==> src/rtl/dcache_controller.sv <==
// Direct-mapped write-back data cache controller with 4-byte blocks between the CPU and a block-wide memory.
// Optional hit/miss counters are compiled in when DCACHE_STATS_EN is defined.
module dcache_controller #(
  parameter int INDEX_BITS = 3
) (
  input  logic        CLK,
  input  logic        RESET,
  input  logic        READ,
  input  logic        WRITE,
  input  logic [7:0]  ADDRESS,
  input  logic [7:0]  WRITEDATA,
  output logic [7:0]  READDATA,
  output logic        BUSYWAIT,
  output logic        MEM_READ,
  output logic        MEM_WRITE,
  output logic [5:0]  MEM_ADDRESS,
  output logic [31:0] MEM_WRITEDATA,
  input  logic [31:0] MEM_READDATA,
  input  logic        MEM_BUSYWAIT
`ifdef DCACHE_STATS_EN
  ,
  output logic [15:0] HIT_COUNT,
  output logic [15:0] MISS_COUNT
`endif
);

  localparam int TAG_BITS = 6 - INDEX_BITS;
  localparam int LINES    = 1 << INDEX_BITS;

  typedef enum logic [1:0] {IDLE, WRITEBACK, FETCH, UPDATE} state_t;

  state_t                state;
  logic [31:0]           data_arr [LINES];
  logic [TAG_BITS-1:0]   tag_arr  [LINES];
  logic [LINES-1:0]      valid;
  logic [LINES-1:0]      dirty;
  logic [31:0]           fill_data;
  logic [INDEX_BITS-1:0] miss_index;
  logic [TAG_BITS-1:0]   miss_tag;
  logic                  ack_seen;
  logic                  replay;

  logic [INDEX_BITS-1:0] index;
  logic [TAG_BITS-1:0]   tag;
  logic [31:0]           line_word;
  logic                  req;
  logic                  hit;
  logic                  mem_done;

  assign index    = ADDRESS[INDEX_BITS+1:2];
  assign tag      = ADDRESS[7:INDEX_BITS+2];
  assign req      = READ | WRITE;
  assign hit      = valid[index] && (tag_arr[index] == tag);
  assign mem_done = ack_seen && !MEM_BUSYWAIT;

  // Gating with RESET lets the stall drop the instant reset is asserted, even with a request held.
  assign BUSYWAIT = RESET && ((state != IDLE) || (req && !hit));

  always_comb begin
    line_word = data_arr[index];
    case (ADDRESS[1:0])
      2'd0:    READDATA = line_word[7:0];
      2'd1:    READDATA = line_word[15:8];
      2'd2:    READDATA = line_word[23:16];
      default: READDATA = line_word[31:24];
    endcase
  end

  // Data and tag storage is never cleared; valid bits alone decide what is usable.
  always_ff @(posedge CLK) begin
    if (RESET) begin
      if (state == FETCH && mem_done)
        fill_data <= MEM_READDATA;
      if (state == UPDATE) begin
        data_arr[miss_index] <= fill_data;
        tag_arr[miss_index]  <= miss_tag;
      end else if (state == IDLE && WRITE && hit) begin
        data_arr[index][{ADDRESS[1:0], 3'b000} +: 8] <= WRITEDATA;
      end
    end
  end

  always_ff @(posedge CLK or negedge RESET) begin
    if (!RESET) begin
      state         <= IDLE;
      valid         <= '0;
      dirty         <= '0;
      MEM_READ      <= 1'b0;
      MEM_WRITE     <= 1'b0;
      MEM_ADDRESS   <= '0;
      MEM_WRITEDATA <= '0;
      miss_index    <= '0;
      miss_tag      <= '0;
      ack_seen      <= 1'b0;
      replay        <= 1'b0;
`ifdef DCACHE_STATS_EN
      HIT_COUNT     <= '0;
      MISS_COUNT    <= '0;
`endif
    end else begin
      case (state)
        IDLE: begin
          replay <= 1'b0;
          if (req && hit) begin
            if (WRITE)
              dirty[index] <= 1'b1;
`ifdef DCACHE_STATS_EN
            if (!replay && HIT_COUNT != 16'hFFFF)
              HIT_COUNT <= HIT_COUNT + 16'd1;
`endif
          end else if (req) begin
            miss_index <= index;
            miss_tag   <= tag;
            ack_seen   <= 1'b0;
`ifdef DCACHE_STATS_EN
            if (MISS_COUNT != 16'hFFFF)
              MISS_COUNT <= MISS_COUNT + 16'd1;
`endif
            if (valid[index] && dirty[index]) begin
              state         <= WRITEBACK;
              MEM_WRITE     <= 1'b1;
              MEM_ADDRESS   <= {tag_arr[index], index};
              MEM_WRITEDATA <= data_arr[index];
            end else begin
              state       <= FETCH;
              MEM_READ    <= 1'b1;
              MEM_ADDRESS <= {tag, index};
            end
          end
        end
        WRITEBACK: begin
          if (MEM_BUSYWAIT) begin
            ack_seen <= 1'b1;
          end else if (ack_seen) begin
            state       <= FETCH;
            ack_seen    <= 1'b0;
            MEM_WRITE   <= 1'b0;
            MEM_READ    <= 1'b1;
            MEM_ADDRESS <= {miss_tag, miss_index};
          end
        end
        FETCH: begin
          if (MEM_BUSYWAIT) begin
            ack_seen <= 1'b1;
          end else if (ack_seen) begin
            state    <= UPDATE;
            ack_seen <= 1'b0;
            MEM_READ <= 1'b0;
          end
        end
        default: begin
          valid[miss_index] <= 1'b1;
          dirty[miss_index] <= 1'b0;
          replay            <= 1'b1;
          state             <= IDLE;
        end
      endcase
    end
  end

endmodule
==> config.mk <==
export PLATFORM = sky130hd
export DESIGN_NAME = dcache_controller
export DESIGN_NICKNAME = d
export VERILOG_FILES = /design/src/rtl/dcache_controller.sv
export SDC_FILE = /design/constraint.sdc
export NUM_CORES = 1
export LEC_CHECK = 0
export BUFFER_PORTS_ARGS = -buffer_cell sky130_fd_sc_hd__buf_4
export CORE_MARGIN = 2
export CORE_UTILIZATION = 55
export CTS_CLUSTER_DIAMETER = 120
export CTS_CLUSTER_SIZE = 14
export DETAILED_ROUTE_END_ITERATION = 10
export HOLD_SLACK_MARGIN = 0.03
export PLACE_DENSITY_LB_ADDON = 0.12
export SETUP_SLACK_MARGIN = 0.02
export SYNTH_ARGS = -nofsm -noshare
export SYNTH_HDL_FRONTEND = slang
export SYNTH_SLANG_ARGS = --single-unit
export TNS_END_PERCENT = 20
==> constraint.sdc <==
create_clock -name CLK -period 3.8 [get_ports CLK]
set_input_delay 0.19 -clock CLK [delete_from_list [all_inputs] [get_ports CLK]]
set_output_delay 0.19 -clock CLK [all_outputs]
set_load 0.02 [all_outputs]
==> out/summary.txt <==
Outcome -> complete, no violations
GRT Total Usage -> 27.6%
Final Hold Viols -> 0
Asr flop ratio synth -> 17.2%
Max Buffers Root-to-Sink -> 3
Vias in the first global route -> 9,862
Commonest non-fill, non-tap cell in the layout -> edfxtp_1
Fmax -> 0.291 GHz
Mapped cell area -> 0.0158 sq mm
Max-Cap Viols -> 0
RSZ-0062 raised after global routing -> no
Synth Area in Compound Gates -> 10.5%
Critical path capture point type -> flip-flop
Critical path data arrival time -> 3.75 ns
Row Count -> 62
DIE AREA -> 0.0302 sq mm
Sequential-to-total area share from yosys stat -> 69.4%
Count of final max-slew check failures -> 0
First-pass GRT wire length -> 62.3 mm
Proportion of synthesized area in mux cells -> 10.6%
Final Cycle Share -> 90.5%
Chip width -> 174 um
Clock transition at the registers of the reported paths -> 0.07 ns
Leakage power -> 6.94 nW
Synth Area in XOR/XNOR -> 0.0553%
Crit Path Max Fanout -> 24
Setup TNS -> 0 ns
PD cells -> 538 mW/mm^2
Worst path cell trace -> mux2_4, a22o_1, or3_1, a221o_1, or3_2, buf_4, o21ai_1
Post-synthesis cell count -> 1,057
Main combinational cell family by area after synthesis -> multiplexers
Via/cell ratio -> 6.07
Largest net degree at the start of global routing -> 74
Clk_skew -> 0.0247 ns
Gr ovfl total -> 0
Synth Area in Adders -> 0.789%
Cts repair resizes -> 0
Hold/Removal Path Class -> input port to flip-flop
Ports -> 102
Ant. Diodes -> 0
Max_slew headroom -> 32.3%
Die H -> 174 um
Syn Area/Cell -> 15.0 sq um
Via Count -> 10,000
Final WL -> 41.3 mm
Area after DPL -> 0.0175 sq mm
Setup Viol. Count Final -> 0
Drt drc -> 0
Core area -> 0.0285 sq mm
Crit path max-delay family -> compound AO/OA/AOI/OAI gates
Commonest cells after routing, fill and taps aside -> edfxtp_1, buf_4, nor2_1
FILL cells -> 2,140
Post-Syn Nets -> 1,120
Starting Density -> 55.5%
Crit path time final -> 3.44 ns
CP max-delay cell -> or3_2
Clock root buffer master -> clkbuf_16
CP Data Required Time -> 4.11 ns
Number of buffers created by CTS -> 30
Peak VDD IR -> 0.330 mV
Clock Latency Late Sink -> 0.58 ns
TritonCTS Sinks -> 377
WP buf/inv -> 1
Ys Warns -> 0
EDFF count, synth -> 312
Max incr delay on CP -> 0.72 ns
FF+latch count, synth -> 377
Startpoint type of the worst setup path -> flip-flop
CTS H-tree lvls -> 1
Design Area, Final -> 0.0187 sq mm
Drt pass-1 iters -> 6
CTS tree -> yes
ANT nets after route -> 0
Synth Area in Simple Gates -> 6.52%
Share of cells above drive strength 1 -> 24.6%
Buffers added on ports -> 101
Ys flop type -> edfxtp_1
Routability cong. -> 0.867
Wirelength per Cell -> 24.9 um
Final nets -> 1,310
CP Class -> flip-flop to flip-flop
Worst-Margin Slew -> 1.01 ns
Initial antenna violation count -> 0
DP HPWL -> 27.9 mm
Synthesis-to-layout area growth -> 17.9%
Synth unique cells -> 61
Initial DRC count -> 1,208
## final timing paths
| check | startpoint | end | slack [ns] | cells after the start |
|---|---|---|---|---|
| max | tag_arr[4][0] | data_arr[0][14] | 0.36 | 7 |
| min | ADDRESS[2] | miss_index[0] | 0.13 | 2 |
| max reg2reg | tag_arr[4][0] | data_arr[0][14] | 0.36 | 7 |
| min reg2reg | valid[2] | valid[2] | 0.46 | 1 |
| max in group asynchronous | RESET | MEM_WRITEDATA[25] | 2.69 | 4 |
| min in group asynchronous | RESET | MEM_WRITEDATA[8] | 0.30 | 3 |
## power by group
part           internal [W]  total [W]  switching [W]
Combinational      0.000808    0.00203        0.00123
Clock               0.00148    0.00287        0.00139
Sequential          0.00488    0.00515       0.000272
Total               0.00717     0.0101        0.00288
## worst register-to-register path, delay by kind of cell (launching register included)
family / cells / cell delay [ns]
mux: 1 / 0.27
buf+inv: 1 / 0.33
simple gates: 2 / 1.02
flops: 1 / 0.37
compound gates: 3 / 1.19
## cells in the mapped netlist, drive strengths merged, types with 2 or more instances
library cell / count / area (sq um)
edfxtp: 312 / 9370
nor2: 93 / 349
nand2: 92 / 345
dfrtp: 65 / 1630
mux2: 61 / 702
mux2i: 45 / 513
clkbuf: 43 / 161
o21ai: 32 / 160
a21o: 28 / 210
a221oi: 26 / 228
a21oi: 25 / 125
a31oi: 21 / 131
mux4: 21 / 473
buf: 20 / 118
a22oi: 19 / 143
inv: 12 / 45.0
a222oi: 11 / 110
nor2b: 11 / 68.8
a22o: 10 / 87.6
ha: 10 / 125
and2: 9 / 56.3
o22ai: 9 / 56.3
o221ai: 8 / 76.3
o22a: 8 / 70.1
nor3: 7 / 40.0
a221o: 6 / 60.1
nand2b: 5 / 31.3
a31o: 4 / 35.0
nand3: 4 / 25.0
nor3b: 4 / 30.0
nor4: 4 / 31.3
o211ai: 4 / 30.0
and3: 3 / 18.8
o2bb2ai: 3 / 26.3
or3: 3 / 18.8
a211oi: 2 / 15.0
a32oi: 2 / 17.5
clkinv: 2 / 7.51
o21bai: 2 / 15.0
o41ai: 2 / 17.5
## sequential cells by signal (all words and copies together), names as in the netlist, 6 cells and up
name and count:
valid 8, MEM_WRITEDATA 32, data_arr 256, tag_arr 24, dirty 8, MEM_ADDRESS 6
fill_data 32
## timing repair
action / 4_1_cts / 5_1_grt
hold buffers: 37 / 0
setup endpoints to repair: 0 / 0
hold endpoints to repair: 76 / 0
setup buffers: 0 / 0
## final cells by class
| cell class | count | area (sq um) | area share, % |
|---|---|---|---|
| multi-input combinational | 603 | 4530 | 24.2 |
| clock buffer | 54 | 841 | 4.50 |
| clock inverter | 1 | 16.3 | 0.0870 |
| inverter | 14 | 52.6 | 0.281 |
| timing repair buffer | 221 | 1780 | 9.51 |
| tap | 384 | 480 | 2.57 |
| sequential | 377 | 11000 | 58.8 |
## layer usage
layer | up-vias | global-route usage [%] | share of wire [%]
met2 | 480 | 41.9 | 45
met5 | - | 0 | 0
met1 | 5007 | 41.1 | 43
li1 | 4485 | - | -
met4 | 0 | 9.10 | 3.3
met3 | 73 | 4.71 | 8.8
## through the flow
stage	cells	worst slack [ns]	util, %	total power [W]	hold WS (ns)
after floorplan	1057	0.629	-	0.00640	-0.106
after global placement	1562	0.287	61.2	0.00718	0.368
after CTS	1654	0.378	65.5	0.0101	0.115
after detailed placement	1562	0.216	61.2	0.00722	0.369
final	1654	0.361	65.5	0.0101	0.129
after global routing	1654	0.183	65.5	0.0105	0.140
## logic make-up after synthesis
family | Yosys count
compound gates | 228
xor+xnor | 1
fa+ha+maj | 10
buf+inv | 77
flops | 377
mux | 127
simple gates | 237
Note: power is estimated with default switching activity, not from simulation.
